`src/rtl/pingpong_pkg.sv`:
```
// Shared types and default constants for the pingpong design.
// Holds the slow_clock_monitor state encoding and its parameter defaults.
package pingpong_pkg;

  typedef enum logic [1:0] {
    MON_IDLE   = 2'd0,
    MON_ARMED  = 2'd1,
    MON_LOCKED = 2'd2
  } mon_state_t;

  localparam int DEF_SYNC_STAGES = 2;
  localparam int DEF_CNT_W       = 16;
  localparam int DEF_TIMEOUT     = 1000;

endpackage

```
`src/rtl/sync_ff.sv`:
```
// Parameterized-depth flop synchronizer with synchronous active-high reset.
// Brings an asynchronous level into the clk domain; all stages clear to 0.
module sync_ff #(
  parameter int STAGES = 2
) (
  input  logic clk,
  input  logic reset,
  input  logic d,
  output logic q
);

  logic [STAGES-1:0] chain;

  // NOTE: non-blocking so every stage captures its neighbour's pre-edge value.
  always_ff @(posedge clk) begin
    if (reset) chain <= '0;
    else       chain <= {chain[STAGES-2:0], d};
  end

  assign q = chain[STAGES-1];

endmodule

```
`src/rtl/slow_clock_monitor.sv`:
```
// Synchronizes a slow clock-like level, emits rise/fall ticks, measures the
// rise-to-rise period and flags loss. Optional: SLOW_CLOCK_MONITOR_GLITCH_FILTER_EN.
module slow_clock_monitor
  import pingpong_pkg::*;
#(
  parameter int SYNC_STAGES = DEF_SYNC_STAGES,
  parameter int CNT_W       = DEF_CNT_W,
  parameter int TIMEOUT     = DEF_TIMEOUT
) (
  input  logic             clkIn,
  input  logic             reset,
  input  logic             slowIn,
  output logic             tickRise,
  output logic             tickFall,
  output logic [CNT_W-1:0] period,
  output logic             periodValid,
  output logic             clkLost
);

  localparam logic [CNT_W-1:0] CNT_MAX     = '1;
  localparam logic [CNT_W-1:0] TIMEOUT_VAL = CNT_W'(TIMEOUT);

  logic sync;
  logic level_ok;

  sync_ff #(.STAGES(SYNC_STAGES)) u_sync (
    .clk   (clkIn),
    .reset (reset),
    .d     (slowIn),
    .q     (sync)
  );

`ifdef SLOW_CLOCK_MONITOR_GLITCH_FILTER_EN
  // One extra sample: a level is only trusted once seen on two consecutive cycles.
  localparam int FILL = SYNC_STAGES + 1;
  logic sync_d;

  always_ff @(posedge clkIn) begin
    if (reset) sync_d <= 1'b0;
    else       sync_d <= sync;
  end

  assign level_ok = (sync == sync_d);
`else
  localparam int FILL = SYNC_STAGES;
  assign level_ok = 1'b1;
`endif

  localparam int FILL_W = $clog2(FILL + 1);

  // Priming waits until the synchronizer carries a post-reset sample, so a
  // level already high at reset release is adopted silently.
  logic [FILL_W-1:0] fill_cnt;
  logic              primed;
  logic              prev;

  always_ff @(posedge clkIn) begin
    if (reset) begin
      fill_cnt <= '0;
      primed   <= 1'b0;
      prev     <= 1'b0;
    end else if (!primed) begin
      if (fill_cnt == FILL_W'(FILL)) begin
        if (level_ok) begin
          primed <= 1'b1;
          prev   <= sync;
        end
      end else begin
        fill_cnt <= fill_cnt + 1'b1;
      end
    end else if (level_ok) begin
      prev <= sync;
    end
  end

  logic rise_det, fall_det, edge_det;
  assign rise_det = primed & level_ok &  sync & ~prev;
  assign fall_det = primed & level_ok & ~sync &  prev;
  assign edge_det = rise_det | fall_det;

  logic [CNT_W-1:0] period_cnt, period_next;
  logic [CNT_W-1:0] to_cnt, to_next;
  logic             timeout_hit;

  assign period_next = (period_cnt == CNT_MAX) ? period_cnt : period_cnt + 1'b1;
  assign to_next     = (to_cnt == CNT_MAX) ? to_cnt : to_cnt + 1'b1;
  assign timeout_hit = (to_cnt == TIMEOUT_VAL);

  mon_state_t state_q, state_d;

  always_ff @(posedge clkIn) begin
    if (reset) state_q <= MON_IDLE;
    else       state_q <= state_d;
  end

  // NOTE: state_d gets its default first so no path leaves it unassigned.
  always_comb begin
    state_d = state_q;
    if (rise_det) begin
      unique case (state_q)
        MON_IDLE:   state_d = MON_ARMED;
        MON_ARMED:  state_d = MON_LOCKED;
        MON_LOCKED: state_d = MON_LOCKED;
        default:    state_d = MON_IDLE;
      endcase
    end else if (!fall_det && timeout_hit) begin
      state_d = MON_IDLE;
    end
  end

  always_ff @(posedge clkIn) begin
    if (reset) begin
      tickRise   <= 1'b0;
      tickFall   <= 1'b0;
      period     <= '0;
      period_cnt <= '0;
      to_cnt     <= '0;
      clkLost    <= 1'b0;
    end else begin
      tickRise   <= rise_det;
      tickFall   <= fall_det;
      period_cnt <= tickRise ? CNT_W'(1) : period_next;
      to_cnt     <= edge_det ? '0 : to_next;
      // period_next is the distance to the previous tick as seen by this tick.
      if (rise_det && state_q != MON_IDLE) period <= period_next;
      if (rise_det)                        clkLost <= 1'b0;
      else if (!fall_det && timeout_hit)   clkLost <= 1'b1;
    end
  end

  assign periodValid = (state_q == MON_LOCKED);

endmodule

```
`config.mk`:
```
export PLATFORM = sky130hd
export DESIGN_NAME = slow_clock_monitor
export DESIGN_NICKNAME = d
export VERILOG_FILES = /design/src/rtl/pingpong_pkg.sv /design/src/rtl/sync_ff.sv /design/src/rtl/slow_clock_monitor.sv
export SDC_FILE = /design/constraint.sdc
export NUM_CORES = 1
export LEC_CHECK = 0
export CORE_MARGIN = 2
export CORE_UTILIZATION = 35
export CTS_CLUSTER_DIAMETER = 30
export CTS_CLUSTER_SIZE = 20
export DETAILED_ROUTE_END_ITERATION = 12
export DONT_BUFFER_PORTS = 1
export RECOVER_POWER = 50
export SYNTH_ARGS = -nofsm -noshare
export SYNTH_HDL_FRONTEND = slang
export SYNTH_SLANG_ARGS = --single-unit
```
`constraint.sdc`:
```
create_clock -name clkIn -period 3.97 [get_ports clkIn]
set_clock_uncertainty 0.15 [all_clocks]
set_input_delay 0.397 -clock clkIn [delete_from_list [all_inputs] [get_ports clkIn]]
set_output_delay 0.397 -clock clkIn [all_outputs]
set_load 0.01 [all_outputs]
```
==> metrics.md <==
| Metric | Value |
|---|---|
| Die W | `92.9 microns` |
| Core area | `0.00769 sq mm` |
| Final min period | `2580 ps` |
| Hold Crit Start | `slowIn` |
| Reg-to-reg slack, setup | `1390 ps` |
| Worst Hold Class | `input pin to flip-flop` |
| Crit path DAT | `2600 ps` |
| Final Setup Violations | `0` |
| Met3 Use GR | `4.39%` |
| CTS tree | `built` |
| Final design utilization | `39.6%` |
| Total CTS buffers | `9` |
| I/O Buffers | `0` |
| Share of cells above drive strength 1 | `6.94%` |
| Initial antenna violation count | `0` |
| Most used DFF post-synth | `dfxtp_1` |
| Outcome | `finished clean` |
| Commonest cells after routing, fill and taps aside | `59 x dfxtp_1, 34 x nor2_1, 19 x a21oi_1` |
| GPL Wtd Cong | `0.805` |
| Sequential cell area | `0.00118 sq mm` |
| Max_cap viols | `0` |
| Pre-CTS setup slack | `1420 ps` |
| Post-Synthesis Cells | `318` |
| Synth unique cells | `51` |
| Critical path cell sequence | `nand4_1 > nor4_2 > mux2i_1 > a211oi_2` |
| FILL cells | `795` |
| Crit-path max FO | `13` |
| Largest net degree at the start of global routing | `27` |
| Power density cells | `438 mW/mm^2` |
| Family with the most delay on the worst path | `simple AND/OR/NAND/NOR gates` |
| #FFs+latches synth | `59` |
| Fin. max-slew vios | `0` |
| R2R cell count | `4` |
| Top Usage Layer GRT | `met2` |
| Post-Syn Area per Cell | `8.70 sq um` |
| CTS Buffer Depth | `2` |
| Reg2reg start | `period_cnt[3]$_SDFF_PP0_` |
| H-Tree Depth | `3` |
| Vias in the first global route | `2122` |
| Asr flop ratio synth | `0%` |
| FF-to-FF End | `period[1]$_SDFFE_PP0P_` |
| DRT Pass-1 Iters | `4` |
| First-pass GRT wire length | `10400 microns` |
| Leakage | `0.992 nW` |
| Final Hold Viols | `0` |
| Crit path kind | `flip-flop to flip-flop` |
| Via-per-instance ratio | `5.44` |
| Reg clk slew, reported paths | `80 ps` |
| Diodes inserted | `0` |
| Period Utilization, post-route | `65.0%` |
| Total number of vias | `2280` |
| Worst setup SP type | `flip-flop` |
| Pwr Total | `1.33 mW` |
| Ports | `23` |
| Syn. warnings | `0` |
| Final hold slack | `43.7 ps` |
| Multi-input gate area | `0.00145 sq mm` |
| Post-CTS setup buffer count | `0` |
| Starting Density | `36.0%` |
| WP data required | `3990 ps` |
| Setup total negative slack | `0 ps` |
| Slew @ Worst Pin | `1030 ps` |
| Sequential cell area fraction in the yosys report | `42.7%` |
| DRC Markers | `0` |
| Syn-to-layout area delta | `10.0%` |
| Die area | `0.00863 sq mm` |
| CTS Root Cell | `clkbuf_8` |
| Post-route antenna net violation count | `0` |
| Crit path capture type | `flip-flop` |
| Total wire length | `6070 microns` |
| Slowest-stage cell, CP | `nor4_2` |
| Worst Slack Setup Final | `1390 ps` |
| Hold Path Depth | `1` |
| Crit path buffers/inverters | `0` |
| Cell area after synthesis | `0.00277 sq mm` |
| Initial drt markers | `121` |
| Dpl hpwl | `4030 microns` |
| Hold EP | `u_sync.chain[0]$_SDFF_PP0_` |
| Maximum vdd ir drop | `197 uV` |
| F_max | `388 MHz` |
| Clk Latency, worst-skew pair | `340 ps` |
| Std cell rows | `32` |
| Rel. slew slack | `31.4%` |
| Nets@finish | `322` |
| Critical Path Max Stage Delay | `980 ps` |
| CTS sink count | `59` |
| Grt met1 use | `18.1%` |
| Met2 Resource Use GR | `25.7%` |
| Synthesized Nets | `328` |
| Post-synth EDFFs | `0` |
| RSZ-0062 raised after global routing | `no` |
| Aggregate global-route resource usage | `15.3%` |
| DR WL/cell | `14.5 microns` |
| GR Overflow Total | `0` |
| Most common cell after layout, fill and taps aside | `dfxtp_1` |
| Die Ht | `92.9 microns` |
| Levels on crit path | `4` |
## metal layers
layer  wire length (microns)  part of all wire, %  up-vias
li1                        -                    -     1166
met1                    2790                   46     1073
met2                    2970                   49       31
met3                     204                  3.4       10
met4                      99                  1.6        0
met5                       0                    0        -
## report_power, final
part	internal, mW	switching [mW]	total, mW
clock	0.370	0.248	0.618
combinational	0.0336	0.0496	0.0832
sequential	0.613	0.0198	0.632
total	1.02	0.317	1.33
## cell usage after synthesis, types with 7 or more instances
cell type | instances | area [sq um]
dfxtp_1 | 59 | 1180
nand3_1 | 14 | 70.1
nand2_1 | 17 | 63.8
a311oi_1 | 8 | 70.1
clkbuf_1 | 11 | 41.3
inv_1 | 13 | 48.8
a21oi_1 | 19 | 95.1
a211oi_1 | 9 | 67.6
o21ai_0 | 17 | 85.1
nand4_1 | 9 | 56.3
nand2b_1 | 10 | 62.6
nor2_1 | 35 | 131
ha_1 | 7 | 87.6
## through the flow
step                instances  area (sq um)
finish                    419          3040
global placement          402          2810
floorplan                 318          2770
CTS                       419          3040
detailed placement        402          2810
global route              419          3040
## worst max-delay path by stage
stage,endpoint,start
global route,period[5]$_SDFFE_PP0P_,period_cnt[3]$_SDFF_PP0_
finish,period[1]$_SDFFE_PP0P_,period_cnt[3]$_SDFF_PP0_
global placement,period[1]$_SDFFE_PP0P_,period_cnt[3]$_SDFF_PP0_
floorplan,period[1]$_SDFFE_PP0P_,period_cnt[0]$_SDFF_PP0_
detailed placement,period[1]$_SDFFE_PP0P_,period_cnt[3]$_SDFF_PP0_
CTS,period[1]$_SDFFE_PP0P_,period_cnt[3]$_SDFF_PP0_
## registers in the layout, indices dropped and copies added (netlist names), 2 cells and up
name / flops
state_q: 2
period: 16
to_cnt: 16
fill_cnt: 2
u_sync.chain: 2
period_cnt: 16
## area by class of cell
class / count / area share [%]
multi-input combinational: 228 / 47.6
sequential: 59 / 38.8
clock buffer: 10 / 4.52
tap: 102 / 4.20
clock inverter: 6 / 2.92
inverter: 13 / 1.60
timing repair buffer: 1 / 0.329
## cell families (layout without fill, tap and decap cells)
group / count (synthesis) / in the layout / share of synthesized area [%]
flip-flops: 59 / 59 / 42.7
multiplexers: 6 / 6 / 2.17
AND/OR/NAND/NOR: 126 / 126 / 24.8
AO/OA/AOI/OAI: 84 / 84 / 20.6
XOR/XNOR: 5 / 5 / 1.58
adder cells (fa/ha/maj): 7 / 7 / 3.17
buffers and inverters: 31 / 30 / 5.02
## timing repair
| action | 4_1_cts | 5_1_grt |
|---|---|---|
| hold buffers | 1 | 0 |
| endpoints found under the hold margin | 21 | 0 |
| resized for setup | 0 | 0 |
Note: power is estimated with default switching activity, not from simulation.
